<file path="config.mk">
export PLATFORM = sky130hd
export DESIGN_NAME = detector_parpadeo
export DESIGN_NICKNAME = d
export VERILOG_FILES = /design/src/rtl/parpadeo_pkg.sv /design/src/rtl/detector_parpadeo_tick_ms.sv /design/src/rtl/detector_parpadeo.sv
export SDC_FILE = /design/constraint.sdc
export NUM_CORES = 1
export LEC_CHECK = 0
export CAP_MARGIN = 15
export CELL_PAD_IN_SITES_DETAIL_PLACEMENT = 0
export CELL_PAD_IN_SITES_GLOBAL_PLACEMENT = 2
export CORE_ASPECT_RATIO = 0.6
export CORE_MARGIN = 4
export CORE_UTILIZATION = 39
export CTS_CLUSTER_DIAMETER = 40
export DETAILED_ROUTE_END_ITERATION = 12
export PLACE_DENSITY_LB_ADDON = 0.05
export SLEW_MARGIN = 40
export SYNTH_ARGS = -nofsm -noshare
export SYNTH_HDL_FRONTEND = slang
export SYNTH_SLANG_ARGS = --single-unit
export TNS_END_PERCENT = 10
</file>
<file path="constraint.sdc">
create_clock -name Reloj -period 8.8 [get_ports Reloj]
set_input_delay 1.32 -clock Reloj [delete_from_list [all_inputs] [get_ports Reloj]]
set_output_delay 1.32 -clock Reloj [all_outputs]
set_load 0.005 [all_outputs]
</file>
<file path="src/rtl/parpadeo_pkg.sv">
// Shared definitions for the LED blink protocol: state encoding, measurement width,
// default timing and the tolerance helper used by the receive side.
package parpadeo_pkg;

  localparam int W_MS        = 16;
  localparam int CICLOS_MS   = 50_000;
  localparam int PERIODO_NOM = 1000;
  localparam int ANCHO_NOM   = 200;

  typedef enum logic [1:0] {
    ESPERA = 2'd0,
    ALTO   = 2'd1,
    BAJO   = 2'd2
  } estado_t;

  // 17-bit signed difference so a short reading never wraps into the tolerance band
  function automatic logic dentro_tol(input logic [W_MS-1:0] medida,
                                      input int nominal,
                                      input int tol);
    logic signed [W_MS:0] dif;
    logic signed [W_MS:0] nom;
    logic signed [W_MS:0] lim;
    nom = (W_MS+1)'(nominal);
    lim = (W_MS+1)'(tol);
    dif = $signed({1'b0, medida}) - nom;
    if (dif < 0) dif = -dif;
    return (dif <= lim);
  endfunction

endpackage

</file>
<file path="src/rtl/detector_parpadeo_tick_ms.sv">
// Millisecond prescaler: one-cycle Tick every CICLOS_MS clocks, realigned to zero
// whenever Reinicio is asserted.
module tick_ms
  import parpadeo_pkg::*;
#(
  parameter int CICLOS_MS = parpadeo_pkg::CICLOS_MS
) (
  input  logic Reloj,
  input  logic Reset,
  input  logic Reinicio,
  output logic Tick
);

  localparam int W = (CICLOS_MS > 1) ? $clog2(CICLOS_MS) : 1;

  logic [W-1:0] cnt;

  always_ff @(posedge Reloj) begin
    if (Reset || Reinicio)
      cnt <= '0;
    else if (cnt == W'(CICLOS_MS - 1))
      cnt <= '0;
    else
      cnt <= cnt + W'(1);
  end

  assign Tick = (cnt == W'(CICLOS_MS - 1));

endmodule

</file>
<file path="src/rtl/detector_parpadeo.sv">
// Blink receiver: measures rising-to-rising period and high time in ms and flags
// whether the last measurement matches the nominal pattern.
//   state  | meaning
//   ESPERA | idle or signal lost, waiting for a first rising edge
//   ALTO   | input high, period and high-time counters running
//   BAJO   | input low, period counter running, high time latched
module detector_parpadeo
  import parpadeo_pkg::*;
#(
  parameter int CICLOS_MS   = parpadeo_pkg::CICLOS_MS,
  parameter int PERIODO_NOM = parpadeo_pkg::PERIODO_NOM,
  parameter int ANCHO_NOM   = parpadeo_pkg::ANCHO_NOM,
  parameter int TOL_MS      = 5,
  parameter int TIMEOUT_MS  = 3000
) (
  input  logic            Reloj,
  input  logic            Reset,
  input  logic            Entrada,
  output logic [W_MS-1:0] Periodo_ms,
  output logic [W_MS-1:0] Ancho_ms,
  output logic            Medida_valida,
  output logic            Patron_ok,
  output logic            Sin_senal
);

  logic            s1, s2, s3;
  logic            sube, baja, tick;
  estado_t         estado;
  logic [W_MS-1:0] cnt_per, cnt_alto, ancho_tmp;
  logic [W_MS-1:0] cnt_per_inc, cnt_alto_inc;
  logic            timeout, patron_nuevo;

  // Chain resets high so an input already high out of reset is not seen as a rising edge
  always_ff @(posedge Reloj) begin
    if (Reset) begin
      s1 <= 1'b1;
      s2 <= 1'b1;
      s3 <= 1'b1;
    end else begin
      s1 <= Entrada;
      s2 <= s1;
      s3 <= s2;
    end
  end

  assign sube = s2 & ~s3;
  assign baja = ~s2 & s3;

  tick_ms #(.CICLOS_MS(CICLOS_MS)) u_tick (
    .Reloj   (Reloj),
    .Reset   (Reset),
    .Reinicio(sube),
    .Tick    (tick)
  );

  // A tick landing on the closing edge still belongs to the measurement (floor of elapsed ms)
  assign cnt_per_inc  = (tick && (cnt_per  != '1)) ? cnt_per  + W_MS'(1) : cnt_per;
  assign cnt_alto_inc = (tick && (cnt_alto != '1)) ? cnt_alto + W_MS'(1) : cnt_alto;
  assign timeout      = (cnt_per_inc >= W_MS'(TIMEOUT_MS));
  assign patron_nuevo = dentro_tol(cnt_per_inc, PERIODO_NOM, TOL_MS) &&
                        dentro_tol(ancho_tmp, ANCHO_NOM, TOL_MS);

  always_ff @(posedge Reloj) begin
    if (Reset) begin
      estado        <= ESPERA;
      cnt_per       <= '0;
      cnt_alto      <= '0;
      ancho_tmp     <= '0;
      Periodo_ms    <= '0;
      Ancho_ms      <= '0;
      Medida_valida <= 1'b0;
      Patron_ok     <= 1'b0;
      Sin_senal     <= 1'b0;
    end else begin
      Medida_valida <= 1'b0;
      case (estado)
        ESPERA: begin
          if (sube) begin
            estado    <= ALTO;
            cnt_per   <= '0;
            cnt_alto  <= '0;
            Sin_senal <= 1'b0;
          end
        end
        ALTO: begin
          cnt_per  <= cnt_per_inc;
          cnt_alto <= cnt_alto_inc;
          if (baja) begin
            estado    <= BAJO;
            ancho_tmp <= cnt_alto_inc;
          end else if (timeout) begin
            estado    <= ESPERA;
            Sin_senal <= 1'b1;
            Patron_ok <= 1'b0;
          end
        end
        BAJO: begin
          cnt_per <= cnt_per_inc;
          if (sube) begin
            estado        <= ALTO;
            Periodo_ms    <= cnt_per_inc;
            Ancho_ms      <= ancho_tmp;
            Medida_valida <= 1'b1;
            Patron_ok     <= patron_nuevo;
            cnt_per       <= '0;
            cnt_alto      <= '0;
          end else if (timeout) begin
            estado    <= ESPERA;
            Sin_senal <= 1'b1;
            Patron_ok <= 1'b0;
          end
        end
        default: estado <= ESPERA;
      endcase
    end
  end

endmodule
</file>
---- After elaboration in Yosys (flattened, before gate mapping) ----
Cells that the tools add are included.
word-level totals
  flip-flop bits (word level) ............. 104
  bits of input ports ..................... 3
  output and inout bits ................... 35
  word-level logic and storage cells ...... 79
cells by class
  add/subtract/negate cells ............... 7
  magnitude comparators ................... 5
  equal/unequal tests ..................... 9
  mux-type cells .......................... 23
  bitwise operators ....................... 5
  reductions and logical operators ........ 17
operators with widths
  kind                                                    count
  two-way mux 16 bit                                      4
  adder 16 x 1 -> 16 bit (second input constant)          3
  case mux 16 bit (3 select lines)                        1
  <= comparator 17 x 4 -> 1 bit (second input constant)   2
  < comparator 17 x 1 -> 1 bit (second input constant)    2
  two-way mux 17 bit                                      2
  negator 17 bit                                          2
  != test 16 bit (second input constant)                  2
  case mux 16 bit (2 select lines)                        1
  subtractor 16 x 10 -> 17 bit (second input constant)    1
  subtractor 16 x 8 -> 17 bit (second input constant)     1
  equality test 16 bit (second input constant)            1
  >= comparator 16 x 12 -> 1 bit (second input constant)  1
  AND reduction 2 bit                                     5
  two-way mux 1 bit                                       8
  two-way mux 2 bit                                       4
  case mux 2 bit (3 select lines)                         1
  OR reduction 2 bit                                      3
  != test 2 x 1 -> 1 bit (second input constant)          2
  != test 2 bit (second input constant)                   2
  AND reduction 4 bit                                     1
  nonzero test 2 bit                                      2
  logical AND 1 bit                                       3
  inverter 1 bit                                          3
  other kinds (8)                                         9

---- Longest topological paths before layout ----
  depth in word-level cells ............... 10
  gate-level depth with buffers ........... 16
  depth with buffers taken out ............ 13

---- By module ----
From an unflattened synthesis, not the netlist that was laid out.
second synthesis, totals
  cells, all modules ...................... 767
  area, all modules ....................... 6184.7 um^2
modules (own cells, without submodules)
  module             instances  cells each  area each (um^2)  seq. area each (um^2)
  detector_parpadeo  1          685         5452.7            1761.7
  tick_ms            1          82          732.0             320.3

---- Worst setup path before layout ----
Ideal clock, no wire load.
  path type ............................... register to register
  from .................................... reg u_tick.cnt[0]
  to ...................................... reg Patron_ok
  setup time .............................. 84 ps
  data arrival time ....................... 3362 ps
  data required time ...................... 8716 ps
  setup slack ............................. 5354 ps
  cell stages (with the launch flop) ...... 13
  buffers on the path ..................... 2
  clock period less this slack ............ 3446 ps
  path through ............................ dfxtp_1 > ha_1 > and3_1 > clkbuf_1 > nand4_4 > buf_6 > nor4_1 > mux2i_1 > a21boi_0 > nor3_1 > a2111o_1 > a2111o_1 > o31ai_2
between the ends
  longest elaborated chain between the ends .. 10
  elaborated cells between the ends (all ways) .. 14
  those cells by class .................... add/sub: 2; order compare: 3; eq/ne: 1; mux: 6; reduce/logical: 2
RTL lines
  element                                                                line                             RTL
  from (decl)                                                            detector_parpadeo_tick_ms.sv:16  logic [W-1:0] cnt;
  from (signal assigned)                                                 detector_parpadeo_tick_ms.sv:24  cnt <= cnt + W'(1);
  equality test 16 bit *                                                 detector_parpadeo_tick_ms.sv:27  assign Tick = (cnt == W'(CICLOS_MS - 1));
  logical AND 1 bit *                                                    detector_parpadeo.sv:57          assign cnt_per_inc = (tick && (cnt_per != '1)) ? cnt_per + W_MS'(1) : cnt_per;
  two-way mux 16 bit *                                                   detector_parpadeo.sv:57
  subtractor 16 x 10 -> 17 bit                                           parpadeo_pkg.sv:25               dif = $signed({1'b0, medida}) - nom;
  negator 17 bit / < comparator 17 x 1 -> 1 bit (equally long branches)  parpadeo_pkg.sv:26               if (dif < 0) dif = -dif;
  two-way mux 17 bit                                                     parpadeo_pkg.sv:26
  <= comparator 17 x 4 -> 1 bit                                          parpadeo_pkg.sv:27               return (dif <= lim);
  logical AND 1 bit                                                      detector_parpadeo.sv:60          assign patron_nuevo = dentro_tol(cnt_per_inc, PERIODO_NOM, TOL_MS) &&
  two-way mux 1 bit                                                      detector_parpadeo.sv:99          if (sube) begin
  case mux 1 bit (2 select lines) *                                      detector_parpadeo.sv:76          case (estado)
  to (signal assigned)                                                   detector_parpadeo.sv:104         Patron_ok <= patron_nuevo;
  to (decl)                                                              detector_parpadeo.sv:22          output logic Patron_ok,
Every way passes the cells marked *; elsewhere a longest branch is shown, timed or not. The select of a mux whose other input is x is not followed.
A chain may end at the register's enable or synchronous reset.

---- Worst setup path in the final report ----
  from .................................... reg cnt_per[0]
  to ...................................... reg Patron_ok
between the ends
  longest elaborated chain between the ends .. 10
  elaborated cells between the ends (all ways) .. 15
  those cells by class .................... add/sub: 3; order compare: 3; eq/ne: 1; mux: 6; reduce/logical: 2
RTL lines
  element                                                                         line                     RTL
  from (decl)                                                                     detector_parpadeo.sv:29  logic [W_MS-1:0] cnt_per, cnt_alto, ancho_tmp;
  from (signal assigned)                                                          detector_parpadeo.sv:86  cnt_per <= cnt_per_inc;
  from (signal assigned)                                                          detector_parpadeo.sv:98  cnt_per <= cnt_per_inc;
  parallel branches: the longest is 2 deep, another holds adder 16 x 1 -> 16 bit  --
  two-way mux 16 bit *                                                            detector_parpadeo.sv:57
  net cnt_per_inc[3]                                                              detector_parpadeo.sv:30  logic [W_MS-1:0] cnt_per_inc, cnt_alto_inc;
  subtractor 16 x 10 -> 17 bit                                                    parpadeo_pkg.sv:25
  negator 17 bit / < comparator 17 x 1 -> 1 bit (equally long branches)           parpadeo_pkg.sv:26
  two-way mux 17 bit                                                              parpadeo_pkg.sv:26
  <= comparator 17 x 4 -> 1 bit                                                   parpadeo_pkg.sv:27
  logical AND 1 bit                                                               detector_parpadeo.sv:60
  two-way mux 1 bit                                                               detector_parpadeo.sv:99
  case mux 1 bit (2 select lines) *                                               detector_parpadeo.sv:76
Mark *: on every way through the listed nets, which the timed path passes. The select of a mux whose other input is x is not followed.

==> results.json <==
{
  "timing.rr.start": "cnt_per[0]",
  "firstDrtPassIters": 5,
  "worstSetupStartpoint": "cnt_per[0]",
  "reg2regPathDepth": 14,
  "clockRootBuffer": "clkbuf_16",
  "hpwl_um": 13100,
  "netlist_area_mm2": 0.00621,
  "hp-start": "s1",
  "n_antenna_cell": 0,
  "io_pins": 38,
  "cts_setup_buffers": 0,
  "core_area_mm2": 0.0155,
  "worstSkewPairLatency_ns": 0.35,
  "fmax_ghz": 0.230,
  "area_growth_pct": 12.6,
  "synth_area_leaders": "dfxtp_1, nor2_1, nand2_1",
  "ir_worst_vdd_mv": 0.114,
  "pwr-share-comb": 0.079,
  "avgSynthCellArea_um2": 7.90,
  "final_util": 0.453,
  "htree_levels": 3,
  "clockBufferDepth": 2,
  "dieArea_mm2": 0.0181,
  "syn_inst": 786,
  "power_mw": 1.02,
  "end_kind": "flip-flop",
  "critPathArrivalTime_ns": 4.62,
  "routed-wl-met3_um": 893,
  "synth.net_count": 801,
  "wl_met2_um": 6760,
  "setup_viol": 0,
  "wl_met1_um": 9960,
  "grt_pass1_vias": 5209,
  "pre_cts_ws_ns": 4.53,
  "cts_buffers": 9,
  "crit_type": "flip-flop to flip-flop",
  "dieHeight_um": 106,
  "seq_area_frac_synth": 0.335,
  "worst_r2r_endpoint": "Patron_ok",
  "hold_buffers": 0,
  "rsz0062_at_grt": "false",
  "cts_sinks": 104,
  "period_share": 0.495,
  "switching_power_uw": 264,
  "worstPathRequired_ns": 9.06,
  "hold_depth": 1,
  "die_w_um": 171,
  "crit_path_cell_trace": "ha_1 -> nand3_1 -> nor4_4 -> buf_4 -> nor3_1 -> xnor2_1 -> inv_2 -> ha_1 -> inv_1 -> a41oi_1 -> xnor2_1 -> mux2i_1 -> a2111o_1 -> o31ai_2",
  "synth_flop_cell": "dfxtp_1",
  "route.detailed.drc": 0,
  "p_clk_frac": 0.447,
  "cts-resized-gates": 0,
  "cp_slowest_cell": "xnor2_1",
  "cap_viol_max_count": 0,
  "crit_buf_inv": 3,
  "ff2ff_setup_slack_ns": 4.44,
  "first_iter_violations": 478,
  "async_flop_share": 0,
  "dr_total_vias": 5649,
  "crit_path_start_kind": "flip-flop",
  "layout.area.seq_mm2": 0.00208,
  "drtAntennaViolNets": 0,
  "grt_max_degree": 88,
  "finClkSkew_ns": 0.00841,
  "cp.depth": 14,
  "cp_max_fo": 18,
  "power_frac_seq": 0.474,
  "status": "completed",
  "yosysUniqueCellTypes": 76,
  "nets": 799,
  "top_layer": "met4",
  "slowest_delay_ns": 0.57,
  "overflow": 0,
  "setup_slack_ns": 4.44,
  "n_fill_cell": 1568,
  "yosys_warnings": 0,
  "hold_path.class": "flip-flop to flip-flop",
  "rows": 35,
  "cts_tree": "done",
  "post_drt_wl_per_cell_um": 17.9,
  "avgViaCountPerCell": 5.69,
  "hold_viol_final": 0,
  "worstMarginPinSlew_ns": 0.785,
  "io_buffers": 37,
  "ys_ff_latch": 104,
  "fin_tns_setup_ns": 0,
  "synth_edf_count": 0,
  "routabilityCongestion": 0.888,
  "wl_um": 17700,
  "intPower_uw": 758,
  "antenna_found_initial": 0,
  "drive_above_1_share": 0.0684,
  "place_area_mm2": 0.00666,
  "powerDensity_mw_per_mm2": 146,
  "p_sw_frac": 0.258,
  "critPathTopFamily": "adder cells",
  "fin_area_mm2": 0.00700,
  "fin_crit_ns": 4.36,
  "synth_top_area_cell": "dfxtp_1",
  "maxSlewHeadroom": 0.477,
  "start_util": 0.402,
  "clk_pin_slew_ns": 0.08,
  "slew_violations": 0,
  "grt_pass1_wl_um": 29000,
  "synth_top_area_frac": 0.335,
  "multi_input_area_mm2": 0.00385,
  "grt_usage": 0.200,
  "whs_endpoint": "s2",
  "p_leak_nw": 2.27
}
[cell usage after synthesis, types with 4 or more instances]
| cell type | n |
|---|---|
| a211oi_1 | 34 |
| a21oi_1 | 57 |
| a22oi_1 | 10 |
| a31oi_1 | 9 |
| and2_1 | 8 |
| and3_1 | 13 |
| and4_1 | 5 |
| buf_2 | 13 |
| clkbuf_1 | 40 |
| dfxtp_1 | 104 |
| ha_1 | 12 |
| inv_1 | 16 |
| mux2i_1 | 6 |
| nand2_1 | 83 |
| nand2b_1 | 6 |
| nand3_1 | 27 |
| nand4_1 | 14 |
| nor2_1 | 111 |
| nor3_1 | 24 |
| nor4_1 | 11 |
| o211ai_1 | 6 |
| o21ai_0 | 18 |
| o21ai_1 | 4 |
| o31a_1 | 4 |
| o31ai_1 | 5 |
| or2_2 | 5 |
| or3_1 | 11 |
| or4_1 | 6 |
| xnor2_1 | 30 |
| xor2_1 | 23 |
[layout by cell type (no fill, tap or decap), types with 8 or more instances in the layout]
cell / n
or3_1: 11
a22oi_1: 10
inv_1: 16
clkdlybuf4s50_1: 36
and2_1: 8
nand2_1: 82
a211oi_1: 34
dfxtp_1: 104
xor2_1: 23
o21ai_0: 18
ha_1: 12
xnor2_1: 30
a31oi_1: 8
nand3_1: 27
clkbuf_16: 9
nand4_1: 14
nor2_1: 110
and3_1: 13
a21oi_1: 57
nor3_1: 23
nor4_1: 11
[layer usage]
layer  global-route usage  up-vias
li1                     -     2833
met2                0.264      152
met3               0.0330       12
met1                0.335     2652
met4               0.0300        0
met5                    0        -
[worst max-delay path by stage]
stage | slack, ns | end
final | 4.44 | Patron_ok
after global placement | 4.70 | Patron_ok
after detailed placement | 4.53 | Patron_ok
after CTS | 4.52 | Patron_ok
after global routing | 4.01 | Patron_ok
after floorplan | 5.35 | Patron_ok
[power by group through the flow]
stage / sequential [mW] / combinational (mW) / clock, mW
after floorplan: 0.490 / 0.0639 / 0
after global placement: 0.495 / 0.0785 / 0
after detailed placement: 0.496 / 0.0798 / 0
after CTS: 0.485 / 0.0804 / 0.475
after global routing: 0.486 / 0.0920 / 0.487
final: 0.485 / 0.0806 / 0.457
[area by class of cell]
| type | instances | share of cell area |
|---|---|---|
| repair buffers | 42 | 0.0581 |
| flip-flops and latches | 104 | 0.298 |
| multi-input cells | 610 | 0.551 |
| clock buffers | 9 | 0.0322 |
| inverters | 17 | 0.00912 |
| well taps | 203 | 0.0363 |
| clock inverters | 7 | 0.0161 |
[flip-flops by register name (all words and copies together), names as in the netlist, 2 cells and up]
| name | cells |
|---|---|
| Ancho_ms | 16 |
| Periodo_ms | 16 |
| ancho_tmp | 16 |
| cnt_alto | 16 |
| cnt_per | 16 |
| estado | 2 |
| u_tick.cnt | 16 |
[cell families (layout without fill, tap and decap cells)]
group / after synthesis / count (layout) / share of synthesized area
and+or+nand+nor: 349 / 349 / 0.290
muxes: 7 / 7 / 0.0115
xor gates and xnor gates: 54 / 54 / 0.0783
buffers and inverters: 72 / 75 / 0.0485
AOI/OAI and AO/OA: 188 / 188 / 0.212
adders and majority gates: 12 / 12 / 0.0242
DFF: 104 / 104 / 0.335
[metrics by stage]
step                hold slack [ns]  std cells
floorplan                     0.389        786
global placement              0.398        976
detailed placement            0.413        976
CTS                           0.434        992
global route                  0.459        992
finish                        0.426        992
(Power assumes the default switching activity.)
